===== src/rtl/matrix_mult_seq_pkg.sv =====
// -----------------------------------------------------------------------------
// matrix_pkg
// Shared types and helpers for the sequential N x N matrix multiplier.
//   state_e        : job FSM states (IDLE -> LOAD -> RUN -> DONE -> IDLE)
//   acc_w_default  : accumulator width that cannot overflow for an N-term
//                    sum of DATA_W x DATA_W unsigned products
//   run_steps      : number of RUN edges for a given N (3N-2)
//   RUN_STEPS_DEF  : RUN edge count for the default 3x3 build
// -----------------------------------------------------------------------------
package matrix_pkg;

  typedef enum logic [1:0] {
    IDLE = 2'd0,
    LOAD = 2'd1,
    RUN  = 2'd2,
    DONE = 2'd3
  } state_e;

  localparam int DEFAULT_N     = 3;
  localparam int RUN_STEPS_DEF = 3 * DEFAULT_N - 2;

  function automatic int acc_w_default(input int n, input int data_w);
    return 2 * data_w + $clog2(n);
  endfunction

  // The last PE (N-1,N-1) sees its final term at k = (N-1)+(N-1)+(N-1),
  // so k must walk 0..3N-3.
  function automatic int run_steps(input int n);
    return 3 * n - 2;
  endfunction

endpackage


===== src/rtl/matrix_mult_seq_mac_pe.sv =====
// -----------------------------------------------------------------------------
// mac_pe
// Registered unsigned multiply-accumulate cell.
//   clk    : rising-edge clock
//   Reset  : asynchronous, active-low; clears Acc
//   Clear  : synchronous clear of Acc (wins over En)
//   En     : add Ain*Bin into Acc on this edge
//   Ain    : DATA_W-bit operand
//   Bin    : DATA_W-bit operand
//   Acc    : ACC_W-bit running sum
// -----------------------------------------------------------------------------
module mac_pe #(
  parameter int DATA_W = 8,
  parameter int ACC_W  = 18
) (
  input  logic              clk,
  input  logic              Reset,
  input  logic              Clear,
  input  logic              En,
  input  logic [DATA_W-1:0] Ain,
  input  logic [DATA_W-1:0] Bin,
  output logic [ACC_W-1:0]  Acc
);

  // Operands widened first so the product keeps all 2*DATA_W bits.
  logic [2*DATA_W-1:0] prod;
  assign prod = {{DATA_W{1'b0}}, Ain} * {{DATA_W{1'b0}}, Bin};

  always_ff @(posedge clk or negedge Reset) begin
    if (!Reset) begin
      Acc <= '0;
    end else if (Clear) begin
      Acc <= '0;
    end else if (En) begin
      Acc <= Acc + ACC_W'(prod);
    end
  end

endmodule


===== src/rtl/matrix_mult_seq.sv =====
// -----------------------------------------------------------------------------
// matrix_mult_seq
// N x N unsigned matrix multiplier, C = A * B, using an N x N grid of mac_pe
// cells fed on a skewed schedule: on RUN step k, PE(i,j) adds term t=k-i-j
// when 0 <= t < N.
//
// Ports
//   clk       : rising-edge clock
//   Reset     : asynchronous, active-low reset
//   Start     : job request, sampled only in IDLE
//   A, B      : operands, element (i,j) at [(i*N+j)*DATA_W +: DATA_W]
//   C         : registered result, element (i,j) at [(i*N+j)*OUT_W +: OUT_W]
//   Busy      : high in LOAD and RUN
//   Done      : one-cycle pulse in DONE; C already holds the new result
//   state_dbg : current FSM state
//
// Handshake: Start is a request level sampled at an edge only while idle; once
// taken, A and B are captured in LOAD and may change freely afterwards. Busy
// covers the whole job, Done marks result-valid for one cycle, and Start seen
// outside IDLE is dropped (no queuing). C holds until the next job completes.
//
// Build option: define MATRIX_SAT_EN to saturate C elements at 2^OUT_W-1
// instead of keeping the low OUT_W bits. Assumes OUT_W <= ACC_W.
// -----------------------------------------------------------------------------
module matrix_mult_seq
  import matrix_pkg::*;
#(
  parameter int N      = 3,
  parameter int DATA_W = 8,
  parameter int ACC_W  = acc_w_default(N, DATA_W),
  parameter int OUT_W  = 8
) (
  input  logic                    clk,
  input  logic                    Reset,
  input  logic                    Start,
  input  logic [N*N*DATA_W-1:0]   A,
  input  logic [N*N*DATA_W-1:0]   B,
  output logic [N*N*OUT_W-1:0]    C,
  output logic                    Busy,
  output logic                    Done,
  output state_e                  state_dbg
);

  localparam int             STEPS  = run_steps(N);
  localparam int             K_W    = $clog2(STEPS);
  localparam logic [K_W-1:0] K_LAST = K_W'(STEPS - 1);

  state_e            state;
  logic [K_W-1:0]    k;
  logic              load;
  logic              run;
  logic              last;
  logic [DATA_W-1:0] a_reg [N][N];
  logic [DATA_W-1:0] b_reg [N][N];
  logic [N*N*OUT_W-1:0] c_nxt;

  assign load = (state == LOAD);
  assign run  = (state == RUN);
  assign last = run && (k == K_LAST);

  function automatic logic [OUT_W-1:0] out_rule(input logic [ACC_W-1:0] v);
`ifdef MATRIX_SAT_EN
    if ((v >> OUT_W) != '0) return '1;
    return v[OUT_W-1:0];
`else
    return v[OUT_W-1:0];
`endif
  endfunction

  // ---------------------------------------------------------------------------
  // Job FSM and step counter
  // ---------------------------------------------------------------------------
  always_ff @(posedge clk or negedge Reset) begin
    if (!Reset) begin
      state <= IDLE;
      k     <= '0;
    end else begin
      case (state)
        IDLE: if (Start) state <= LOAD;
        LOAD: begin
          k     <= '0;
          state <= RUN;
        end
        RUN: begin
          if (k == K_LAST) state <= DONE;
          else             k     <= k + K_W'(1);
        end
        DONE:    state <= IDLE;
        default: state <= IDLE;
      endcase
    end
  end

  // ---------------------------------------------------------------------------
  // Operand capture: the job runs on these copies, not on the live A/B.
  // ---------------------------------------------------------------------------
  always_ff @(posedge clk or negedge Reset) begin
    if (!Reset) begin
      for (int i = 0; i < N; i++) begin
        for (int j = 0; j < N; j++) begin
          a_reg[i][j] <= '0;
          b_reg[i][j] <= '0;
        end
      end
    end else if (load) begin
      for (int i = 0; i < N; i++) begin
        for (int j = 0; j < N; j++) begin
          a_reg[i][j] <= A[(i*N+j)*DATA_W +: DATA_W];
          b_reg[i][j] <= B[(i*N+j)*DATA_W +: DATA_W];
        end
      end
    end
  end

  // ---------------------------------------------------------------------------
  // PE grid with term-select muxes
  // ---------------------------------------------------------------------------
  for (genvar i = 0; i < N; i++) begin : g_row
    for (genvar j = 0; j < N; j++) begin : g_col
      logic              en;
      logic [DATA_W-1:0] a_sel;
      logic [DATA_W-1:0] b_sel;
      logic [ACC_W-1:0]  acc;
      logic [ACC_W-1:0]  acc_fin;

      // At most one t matches k, so this is a plain N-way select.
      always_comb begin
        en    = 1'b0;
        a_sel = '0;
        b_sel = '0;
        for (int t = 0; t < N; t++) begin
          if (k == K_W'(t + i + j)) begin
            en    = run;
            a_sel = a_reg[i][t];
            b_sel = b_reg[t][j];
          end
        end
      end

      mac_pe #(
        .DATA_W (DATA_W),
        .ACC_W  (ACC_W)
      ) u_pe (
        .clk   (clk),
        .Reset (Reset),
        .Clear (load),
        .En    (en),
        .Ain   (a_sel),
        .Bin   (b_sel),
        .Acc   (acc)
      );

      // C is written on the last RUN edge, which is also the edge where the
      // corner PE adds its final term; only that PE needs the sum bypassed.
      if (i == N - 1 && j == N - 1) begin : g_corner
        assign acc_fin = acc + ACC_W'({{DATA_W{1'b0}}, a_sel} * {{DATA_W{1'b0}}, b_sel});
      end else begin : g_plain
        assign acc_fin = acc;
      end

      assign c_nxt[(i*N+j)*OUT_W +: OUT_W] = out_rule(acc_fin);
    end
  end

  // ---------------------------------------------------------------------------
  // Result register
  // ---------------------------------------------------------------------------
  always_ff @(posedge clk or negedge Reset) begin
    if (!Reset)    C <= '0;
    else if (last) C <= c_nxt;
  end

  assign Busy      = load | run;
  assign Done      = (state == DONE);
  assign state_dbg = state;

endmodule

===== config.mk =====
export PLATFORM = sky130hd
export DESIGN_NAME = matrix_mult_seq
export DESIGN_NICKNAME = d
export VERILOG_FILES = /design/src/rtl/matrix_mult_seq_pkg.sv /design/src/rtl/matrix_mult_seq_mac_pe.sv /design/src/rtl/matrix_mult_seq.sv
export SDC_FILE = /design/constraint.sdc
export NUM_CORES = 1
export LEC_CHECK = 0
export BUFFER_PORTS_ARGS = -buffer_cell sky130_fd_sc_hd__buf_4
export CORE_MARGIN = 2
export CORE_UTILIZATION = 56
export CTS_CLUSTER_DIAMETER = 50
export DETAILED_ROUTE_END_ITERATION = 6
export GPL_TIMING_DRIVEN = 0
export HOLD_SLACK_MARGIN = 0.05
export PLACE_DENSITY = 0.8
export SYNTH_ARGS = -nofsm -noshare
export SYNTH_HDL_FRONTEND = slang
export SYNTH_SLANG_ARGS = --single-unit

===== constraint.sdc =====
create_clock -name clk -period 5.9 [get_ports clk]
set_input_delay 0.885 -clock clk [delete_from_list [all_inputs] [get_ports clk]]
set_output_delay 0.885 -clock clk [all_outputs]
set_load 0.02 [all_outputs]

=== Word-level counts from Yosys, hierarchy flattened ===
Index checks and enable logic that the tools add are counted.

* Bits in registers: 383
* Input bits: 147
* Output and inout bits: 76
* Logic and storage cells: 167

* Add/sub/neg operators: 11
* $mul: 10
* Equality and inequality tests: 12
* Muxes and demuxes: 92
* Bitwise operators: 1
* Reductions and logical operators: 11

{| class="wikitable"
|+ Operator list
! operator !! number
|-
| 2-to-1 mux 8 bit || 54
|-
| 2-to-1 mux 18 bit || 18
|-
| adder 18 x 16 -> 18 bit || 9
|-
| multiplier 8 x 8 -> 16 bit || 9
|-
| 2-to-1 mux 1 bit || 15
|-
| nonzero test 2 bit || 6
|-
| == test 3 bit (second input constant) || 3
|-
| adder 8 bit || 1
|-
| multiplier 8 x 8 -> 8 bit || 1
|-
| one-hot mux 2 bit (4 select lines) || 1
|-
| == test 3 x 2 -> 1 bit (second input constant) || 2
|-
| one-hot mux 3 bit (2 select lines) || 1
|-
| == test 2 bit (second input constant) || 2
|-
| 2-to-1 mux 2 bit || 2
|-
| inequality test 2 bit (second input constant) || 2
|-
| AND reduction 2 bit || 2
|-
| adder 3 x 1 -> 3 bit (second input constant) || 1
|-
| == test 3 x 1 -> 1 bit (second input constant) || 1
|-
| logical NOT 3 bit || 1
|-
| 2-to-1 mux 3 bit || 1
|-
| == test 2 x 1 -> 1 bit (second input constant) || 1
|-
| logical NOT 2 bit || 1
|-
| inequality test 2 x 1 -> 1 bit (second input constant) || 1
|-
| logical AND 1 bit || 1
|-
| OR 1 bit || 1
|}

=== Depth between registers and ports, before layout ===
Gate-level depths: netlist (run 1).

* Word-level depth: 8
* Gate-level depth with buffers: 32
* Mapped depth without buffers: 22

=== Modules after synthesis ===
From an unflattened synthesis (run 1), not the netlist that was laid out.

* Cell total of the unflattened synthesis: 4828
* Area total of the unflattened synthesis: 43628.1 sq um

{| class="wikitable"
|+ By module, submodules not included
! module !! times used !! cells each !! area an instance (sq um) !! sequential area each (sq um)
|-
| matrix_mult_seq || 1 || 1258 || 12498.2 || 5530.3
|-
| mac_pe at g_row[1].g_col[0].u_pe ... || 3 || 393 || 3412.0 || 450.4
|-
| mac_pe at g_row[0].g_col[1].u_pe ... || 2 || 408 || 3565.9 || 450.4
|-
| mac_pe at g_row[2].g_col[1].u_pe || 1 || 398 || 3472.1 || 450.4
|-
| mac_pe at g_row[0].g_col[0].u_pe || 1 || 392 || 3443.3 || 450.4
|-
| mac_pe at g_row[2].g_col[2].u_pe || 1 || 393 || 3435.8 || 450.4
|-
| mac_pe at g_row[2].g_col[0].u_pe || 1 || 392 || 3410.8 || 450.4
|}

=== Worst setup path before layout (run 1) ===
OpenSTA, ideal clock, no wires.

* Path kind: register -> register
* Start: reg k[2]
* End: reg g_row[0].g_col[2].u_pe.Acc[7]
* Library setup time: 121 ps
* Arrival: 6351 ps
* Data required time: 5779 ps
* Slack: -572 ps
* Stages on the path, launching flop included: 32
* Path buffers: 11
* Clock period less this slack: 6472 ps
* Cells stage by stage: dfrtp_1 buf_6 buf_2 inv_1 buf_2 buf_1 ha_1 buf_6 buf_6 buf_6 buf_4 buf_2 buf_2 buf_1 nand2_1 nor2_1 a21oi_1 a21oi_1 nand2_1 fa_1 inv_1 fa_1 inv_1 fa_1 fa_1 inv_1 ha_1 a21oi_1 xnor2_1 xnor2_1 xnor3_1 a22o_1

* Word-level cells in the longest chain between the ends: 8
* Elaborated cells between the ends (all ways): 17
* Classes of those cells: 1 x add/sub; 1 x mul; 3 x eq/ne; 11 x mux; 1 x reduce/logical

{| class="wikitable"
|+ RTL lines
! element !! line !! RTL
|-
| start, declared || matrix_mult_seq.sv:49 || <nowiki>logic [K_W-1:0] k;</nowiki>
|-
| start signal, assigned || matrix_mult_seq.sv:86 || <nowiki>else k <= k + K_W'(1);</nowiki>
|-
| == test 3 x 2 -> 1 bit || matrix_mult_seq.sv:132 || <nowiki>if (k == K_W'(t + i + j)) begin</nowiki>
|-
| 2-to-1 mux 8 bit (3 in series) || matrix_mult_seq.sv:132 ||
|-
| multiplier 8 x 8 -> 16 bit || matrix_mult_seq_mac_pe.sv:27 || <nowiki>assign prod = {{DATA_W{1'b0}}, Ain} * {{DATA_W{1'b0}}, Bin};</nowiki>
|-
| adder 18 x 16 -> 18 bit || matrix_mult_seq_mac_pe.sv:35 || <nowiki>Acc <= Acc + ACC_W'(prod);</nowiki>
|-
| 2-to-1 mux 18 bit || matrix_mult_seq_mac_pe.sv:34 || <nowiki>end else if (En) begin</nowiki>
|-
| 2-to-1 mux 18 bit || matrix_mult_seq_mac_pe.sv:32 || <nowiki>end else if (Clear) begin</nowiki>
|-
| end signal, assigned || matrix_mult_seq_mac_pe.sv:35 ||
|-
| end, declared || matrix_mult_seq_mac_pe.sv:22 || <nowiki>output logic [ACC_W-1:0] Acc</nowiki>
|}

Several ways; a longest one is shown, not always the timed one. The select of a mux whose other input is x is not followed.
A chain may end at the register's enable or synchronous reset.

=== Worst setup path after layout (run 1) ===
* Start: reg k[1]
* End: reg g_row[0].g_col[2].u_pe.Acc[7]

The elaborated chain is that of the path after synthesis.

==> qor.txt, run 1 <==
Yosys warns -> 0
Initial antenna violation count -> 1
Status -> finished with violations
Largest net degree at the start of global routing -> 123
Global Route met3 Usage -> 10.4%
R2R Setup Slk -> -0.02 ns
Synth Instances -> 2701
Syn Nets -> 3173
Port bufs -> 222
# nets final -> 3536
Worst-Margin Slew -> 1.53 ns
Worst setup margin -> -0.0157 ns
Arrival time at the worst endpoint -> 6.36 ns
CTS Buffer Depth -> 3
Initial core utilization -> 56.6%
Post-synth EDFFs -> 0
Core Box Area -> 44100 um2
Critical path class -> register to register
Avg Inst Size Synth -> 9.25 um2
Full die area -> 46300 um2
Routed Antenna Nets -> 0
CP max FO -> 10
Max Slew Vio Count -> 11
Asr flop ratio synth -> 100%
Worst path required time -> 6.34 ns
Fmax -> 169 MHz
Final core utilization -> 70.6%
Pwr Density -> 489 nW/um2
Maximum VDD drop -> 734 uV
Global-route met1 utilization -> 58.3%
Post-synthesis compound-gate area fraction -> 12.0%
Clk_skew -> 0.0260 ns
Largest family of logic cells by synthesized area -> adder cells
CTS Root Cell -> clkbuf_16
Die width -> 215 um
Iteration-0 DRC Markers -> 2900
# diodes -> 0
Worst-path clk slew -> 0.06 ns
Routed WL -> 103 mm
WL per Instance -> 27.8 um
Gpl congestion -> 1.08
Post-CTS Hold Buffers -> 0
MaxCap Viol Count -> 1
Ratio of cells with drive above 1 in the final layout -> 27.2%
Final hold slack -> 0.255 ns
Met2 usage -> 67.1%
CP startpoint kind -> register
XOR/XNOR Fraction of Synth Area -> 6.05%
Die height -> 215 um
Sequential-to-total area share from yosys stat -> 29.4%
Ys flop type -> dfrtp_1
CTS Buf Count -> 36
Post-synthesis cell type count -> 72
H-tree levels -> 2
Worst-skew pair later-pin latency -> 0.57 ns
Final setup viols -> 1
Failing checks -> design-rule violations, max-capacitance violations, max-slew violations, negative setup slack
Vias in the first global route -> 23.6k
Number of clock sinks -> 293
TritonRoute pass-1 iters -> 7
Vias per cell -> 6.25
Final period util -> 100%
Lkg Pwr -> 14.8 nW
Rows -> 77
CP endpoint kind -> register
Synth Cell Area -> 25000 um2
Worst hold path class -> input pin to asynchronous set/reset pin
Worst R2R Path Depth -> 23
# DRC -> 12
Post-Synth Simple-Gate Area -> 15.0%
Multiplexer share of the synthesized area -> 8.48%
Final Hold Vio Count -> 0
GR Overflow Total -> 0
Top Usage Layer GRT -> met2
Syn-to-layout area delta -> 24.7%
Slew margin rel. -> -2.21%
Period minus WS final -> 5.92 ns
IO Pins -> 223
Adder-cell area share of the yosys netlist -> 21.2%
CTS tree -> done
First-pass GRT wire length -> 151 mm
Vias post-DR -> 23.0k
GRT Total Usage -> 44.2%
RSZ-0062 raised after global routing -> true
Flops & latches, synth -> 293
HPWL Detailed -> 76.3 mm
stage by stage:
step	cell area (um2)	std cells	TNS, ns	setup WS (ns)	total power [mW]
5_1_grt	31100	3681	-0.141	-0.0566	15.9
6_report	31100	3681	-0.0157	-0.0157	15.2
3_5_place_dp	27500	3517	-18.81	-1.72	11.6
3_3_place_gp	27400	3515	-16.69	-1.64	11.3
2_1_floorplan	25000	2701	-0.00934	-0.00934	8.66
4_1_cts	30500	3656	-0.116	-0.0941	14.6
placed cells by master (no fill, tap or decap), drive strengths merged, types with 12 or more instances in the layout:
| cell type | instances |
|---|---|
| buf | 406 |
| inv | 359 |
| nand2 | 358 |
| dfrtp | 293 |
| mux2 | 172 |
| ha | 163 |
| fa | 162 |
| o21ai | 152 |
| nor2 | 135 |
| a21oi | 133 |
| xnor2 | 117 |
| clkbuf | 101 |
| nand2b | 73 |
| nand3b | 47 |
| nand3 | 34 |
| and2 | 27 |
| and3 | 26 |
| nor2b | 26 |
| a31oi | 25 |
| a21o | 24 |
| a22o | 22 |
| mux2i | 18 |
| xor2 | 16 |
| a221oi | 16 |
| xnor3 | 15 |
| o21a | 15 |
| or2 | 14 |
| nor3 | 12 |
| o31ai | 12 |
area by class of cell:
| type | instances | area, um2 |
|---|---|---|
| multi-input combinational | 1919 | 16700 |
| clock inverter | 15 | 134 |
| fill | 3231 | 13000 |
| timing repair buffer | 331 | 2600 |
| sequential | 293 | 7330 |
| buffer | 128 | 1220 |
| tap | 592 | 741 |
| inverter | 355 | 1350 |
| clock buffer | 48 | 1050 |
synthesized netlist by cell type, types with 12 or more instances:
| master | instances | share of area, % |
|---|---|---|
| and2_1 | 25 | 0.63 |
| nor2_1 | 135 | 2.0 |
| nand2_1 | 357 | 5.4 |
| a21oi_1 | 132 | 2.6 |
| a221oi_1 | 16 | 0.56 |
| fa_1 | 162 | 13 |
| o21ai_0 | 135 | 2.7 |
| and3_1 | 26 | 0.65 |
| mux2i_1 | 18 | 0.72 |
| xnor2_1 | 116 | 4.1 |
| a22o_1 | 22 | 0.77 |
| o21ai_1 | 16 | 0.32 |
| ha_1 | 163 | 8.2 |
| nor2b_1 | 26 | 0.65 |
| dfrtp_1 | 293 | 29 |
| or2_2 | 14 | 0.35 |
| mux2_2 | 170 | 7.7 |
| nor3_1 | 12 | 0.24 |
| nand2b_1 | 73 | 1.8 |
| nand3b_1 | 47 | 1.4 |
| xor2_1 | 16 | 0.56 |
| buf_1 | 16 | 0.24 |
| a21o_1 | 24 | 0.72 |
| a31oi_1 | 22 | 0.55 |
| nand3_1 | 34 | 0.68 |
| inv_1 | 355 | 5.3 |
| xnor3_1 | 15 | 1.4 |
| buf_2 | 43 | 0.86 |
| o21a_1 | 15 | 0.45 |
| clkbuf_1 | 55 | 0.83 |
critical path: stages (launching register included):
cell and delay, ns:
dfrtp_1 0.43, buf_6 0.14, ha_4 0.16, ha_4 0.19, nor3b_4 0.21, buf_6 0.17
buf_8 0.17, buf_12 0.14, a221oi_4 0.06, nor2_4 0.33, nand2_1 0.14, fa_1 0.54
inv_2 0.05, fa_1 0.53, inv_2 0.04, fa_1 0.47, fa_2 0.42, xnor2_4 0.18
xnor2_2 0.24, xnor2_2 0.14, xnor2_4 0.30, xnor2_2 0.15, xnor3_2 0.35, a22o_1 0.22
worst paths after layout:
check                                              start                            end
max reg2reg                                         k[1]  g_row[0].g_col[2].u_pe.Acc[7]
min in group clk           g_row[2].g_col[0].u_pe.Acc[3]  g_row[2].g_col[0].u_pe.Acc[3]
min                                                Reset  g_row[0].g_col[2].u_pe.Acc[0]
max in group asynchronous                          Reset                          C[67]
min reg2reg                g_row[2].g_col[0].u_pe.Acc[3]  g_row[2].g_col[0].u_pe.Acc[3]
max                                                 k[1]  g_row[0].g_col[2].u_pe.Acc[7]
per-layer routing:
metal	part of all wire (%)	up-vias
met1	39	11500
met3	11	397
met5	0.018	-
met4	7.1	2
li1	-	9655
met2	43	1462
report_power, final:
group | total [mW] | internal [mW] | switching, mW
combinational | 8.68 | 3.83 | 4.84
clock | 2.22 | 1.30 | 0.917
sequential | 4.33 | 2.62 | 1.72
total | 15.2 | 7.75 | 7.48
logic make-up (layout without fill, tap and decap cells):
family / Yosys count / count (layout)
AOI/OAI and AO/OA: 475 / 475
DFF: 293 / 293
buffers and inverters: 489 / 877
and+or+nand+nor: 781 / 781
adders and majority gates: 325 / 325
xor gates and xnor gates: 148 / 148
muxes: 190 / 190
what timing repair did:
action | 4_1_cts | 5_1_grt
pin swaps | 69 | 59
cloned | 0 | 1
resized for setup | 310 | 120
setup endpoints to repair | 36 | 10
setup buffers | 77 | 30
(Power assumes the default switching activity.)
==> run 2, diff against run 1 <==
Settings changed: CORE_UTILIZATION 56 to 30, PLACE_DENSITY 0.8 to 0.49.
==> run 2 against run 1 <==
Effect of this change: the run now ends clean; worst setup slack better by 0.14 ns; power is 5.6% higher; sequential share of layout area decreased by 0.75 points; utilization is 31 points lower; global-route usage fell by 19 points; register-to-register slack improved by 0.14 ns; first-iteration DRC count fell by 34%; maximum frequency rose by 2.4%; critical path type unchanged.
==> qor.txt, run 2 (synthesis gave the netlist of run 1 again) <==
Status -> finished, final reports clean
Core Box Area -> 82200 um2
Placed Cells -> 3995
Non-Filler Instances -> 4186
CP startpoint kind -> register
Lkg Pwr -> 14.9 nW
Gpl congestion -> 1.01
H-tree levels -> 2
Initial antenna violation count -> 4
Final setup viols -> 0
Initial core utilization -> 30.4%
Routed Antenna Nets -> 0
# DRC -> 0
R2R Setup Slk -> 0.12 ns
# nets final -> 3546
Vias per cell -> 5.22
Total power -> 16.1 mW
First-pass GRT wire length -> 155 mm
Rows -> 105
Instance area at placement -> 28100 um2
Commonest non-fill, non-tap cells in the layout -> 351 x nand2_1, 343 x inv_1, 321 x buf_4
Port bufs -> 222
Number of fill cells in the layout -> 8414
GRT Total Usage -> 24.9%
Worst-Margin Slew -> 1.19 ns
MaxCap Viol Count -> 0
Critical path class -> register to register
Clk_skew -> 0.0310 ns
CTS Root Cell -> clkbuf_16
Final period util -> 97.9%
Reg-to-reg critical path endpoint -> C[71]
Fmax -> 173 MHz
Die height -> 293 um
Period minus WS final -> 5.78 ns
Syn-to-layout area delta -> 28.8%
TritonRoute pass-1 iters -> 5
Finished layout cell area -> 32200 um2
Number of clock sinks -> 293
Max Slew Vio Count -> 0
Multi-input logic area -> 16600 um2
Vias in the first global route -> 21.9k
CTS Buffer Depth -> 3
Iteration-0 DRC Markers -> 1904
Worst setup margin -> 0.123 ns
Storage cell area -> 7330 um2
Full die area -> 85600 um2
Post-CTS Hold Buffers -> 0
GR Overflow Total -> 0
WL per Instance -> 25.5 um
Die width -> 293 um
Routed WL -> 107 mm
Worst R2R Path Depth -> 23
Commonest non-fill, non-tap cell in the layout -> nand2_1
Final Hold Vio Count -> 0
Final core utilization -> 39.1%
CP endpoint kind -> register
Slew margin rel. -> 20.5%
Worst path required time -> 6.37 ns
IO Pins -> 223
Sum Neg Setup Slack -> 0 ns
Arrival time at the worst endpoint -> 6.25 ns
Pwr Density -> 500 nW/um2
CTS tree -> done
Maximum VDD drop -> 633 uV
Worst-path clk slew -> 0.05 ns
Worst-skew pair later-pin latency -> 0.61 ns
Worst slack, placed -> -1.43 ns
Final hold slack -> 0.309 ns
CP max FO -> 8
Ratio of cells with drive above 1 in the final layout -> 27.5%
Largest net degree at the start of global routing -> 110
RSZ-0062 raised after global routing -> true
CTS Buf Count -> 52
HPWL Detailed -> 83.8 mm
Worst hold path class -> input pin to asynchronous set/reset pin
Vias post-DR -> 21.8k
Reg2reg start -> k[0]
## run 2: cell types whose count changed in the layout (fill, tap and decap cells not counted), sizes merged
cell	delta
bufinv	+1
clkinvlp	+4
buf	-4
bufbuf	+1
clkbuf	+10
inv	+13
diode	+2
## run 2: worst max path at each step
stage          cells past startpoint  from                             to  slack [ns]
6_report                          23  k[0]                          C[71]        0.12
5_1_grt                           23  k[0]                          C[71]       -0.03
2_1_floorplan                     31  k[2]  g_row[0].g_col[2].u_pe.Acc[7]      -0.009
3_3_place_gp                      24  k[0]                          C[71]       -1.43
3_5_place_dp                      24  k[0]                          C[71]       -1.43
4_1_cts                           31  k[2]  g_row[0].g_col[2].u_pe.Acc[7]        -0.1
## run 2: routing by layer
metal  global-route usage [%]  share of wire, %
met1                     34.4                44
met2                     37.3                43
met3                     4.62               7.6
met4                     12.1               5.8
met5                        0                 0
## run 2: layout make-up
cell class / count / share of cell area, %
sequential: 293 / 22.8
clock buffer: 61 / 4.28
tap: 1070 / 4.16
clock inverter: 33 / 1.02
buffer: 129 / 3.85
antenna: 2 / 0.0156
multi-input combinational: 1919 / 51.7
timing repair buffer: 324 / 7.96
inverter: 355 / 4.18
## run 2: report_power, final
group	switching, mW	internal, mW	total, mW	leakage [nW]
clock network	1.16	1.79	2.95	0.824
logic	4.82	3.84	8.66	10.3
registers	1.86	2.62	4.47	3.76
## run 2: worst max-delay path: stages, from the launching register on
cell and delay, ns:
dfrtp_1 0.43, inv_2 0.11, ha_1 0.18, buf_6 0.17, buf_8 0.15, buf_12 0.14, clkbuf_16 0.16, nand3b_1 0.13
a21oi_4 0.22, o21ai_4 0.11, or2_4 0.27, fa_1 0.51, inv_1 0.05, fa_1 0.50, inv_1 0.05, fa_1 0.49
fa_2 0.57, inv_1 0.06, ha_4 0.26, a21oi_4 0.17, xnor2_2 0.14, xnor3_1 0.28, xnor2_2 0.19, mux2_1 0.30
## run 2: what timing repair did
action	CTS	global route
setup buffers	57	42
resized for setup	249	154
cloned	1	0
setup endpoints to repair	32	10
pin swaps	54	102
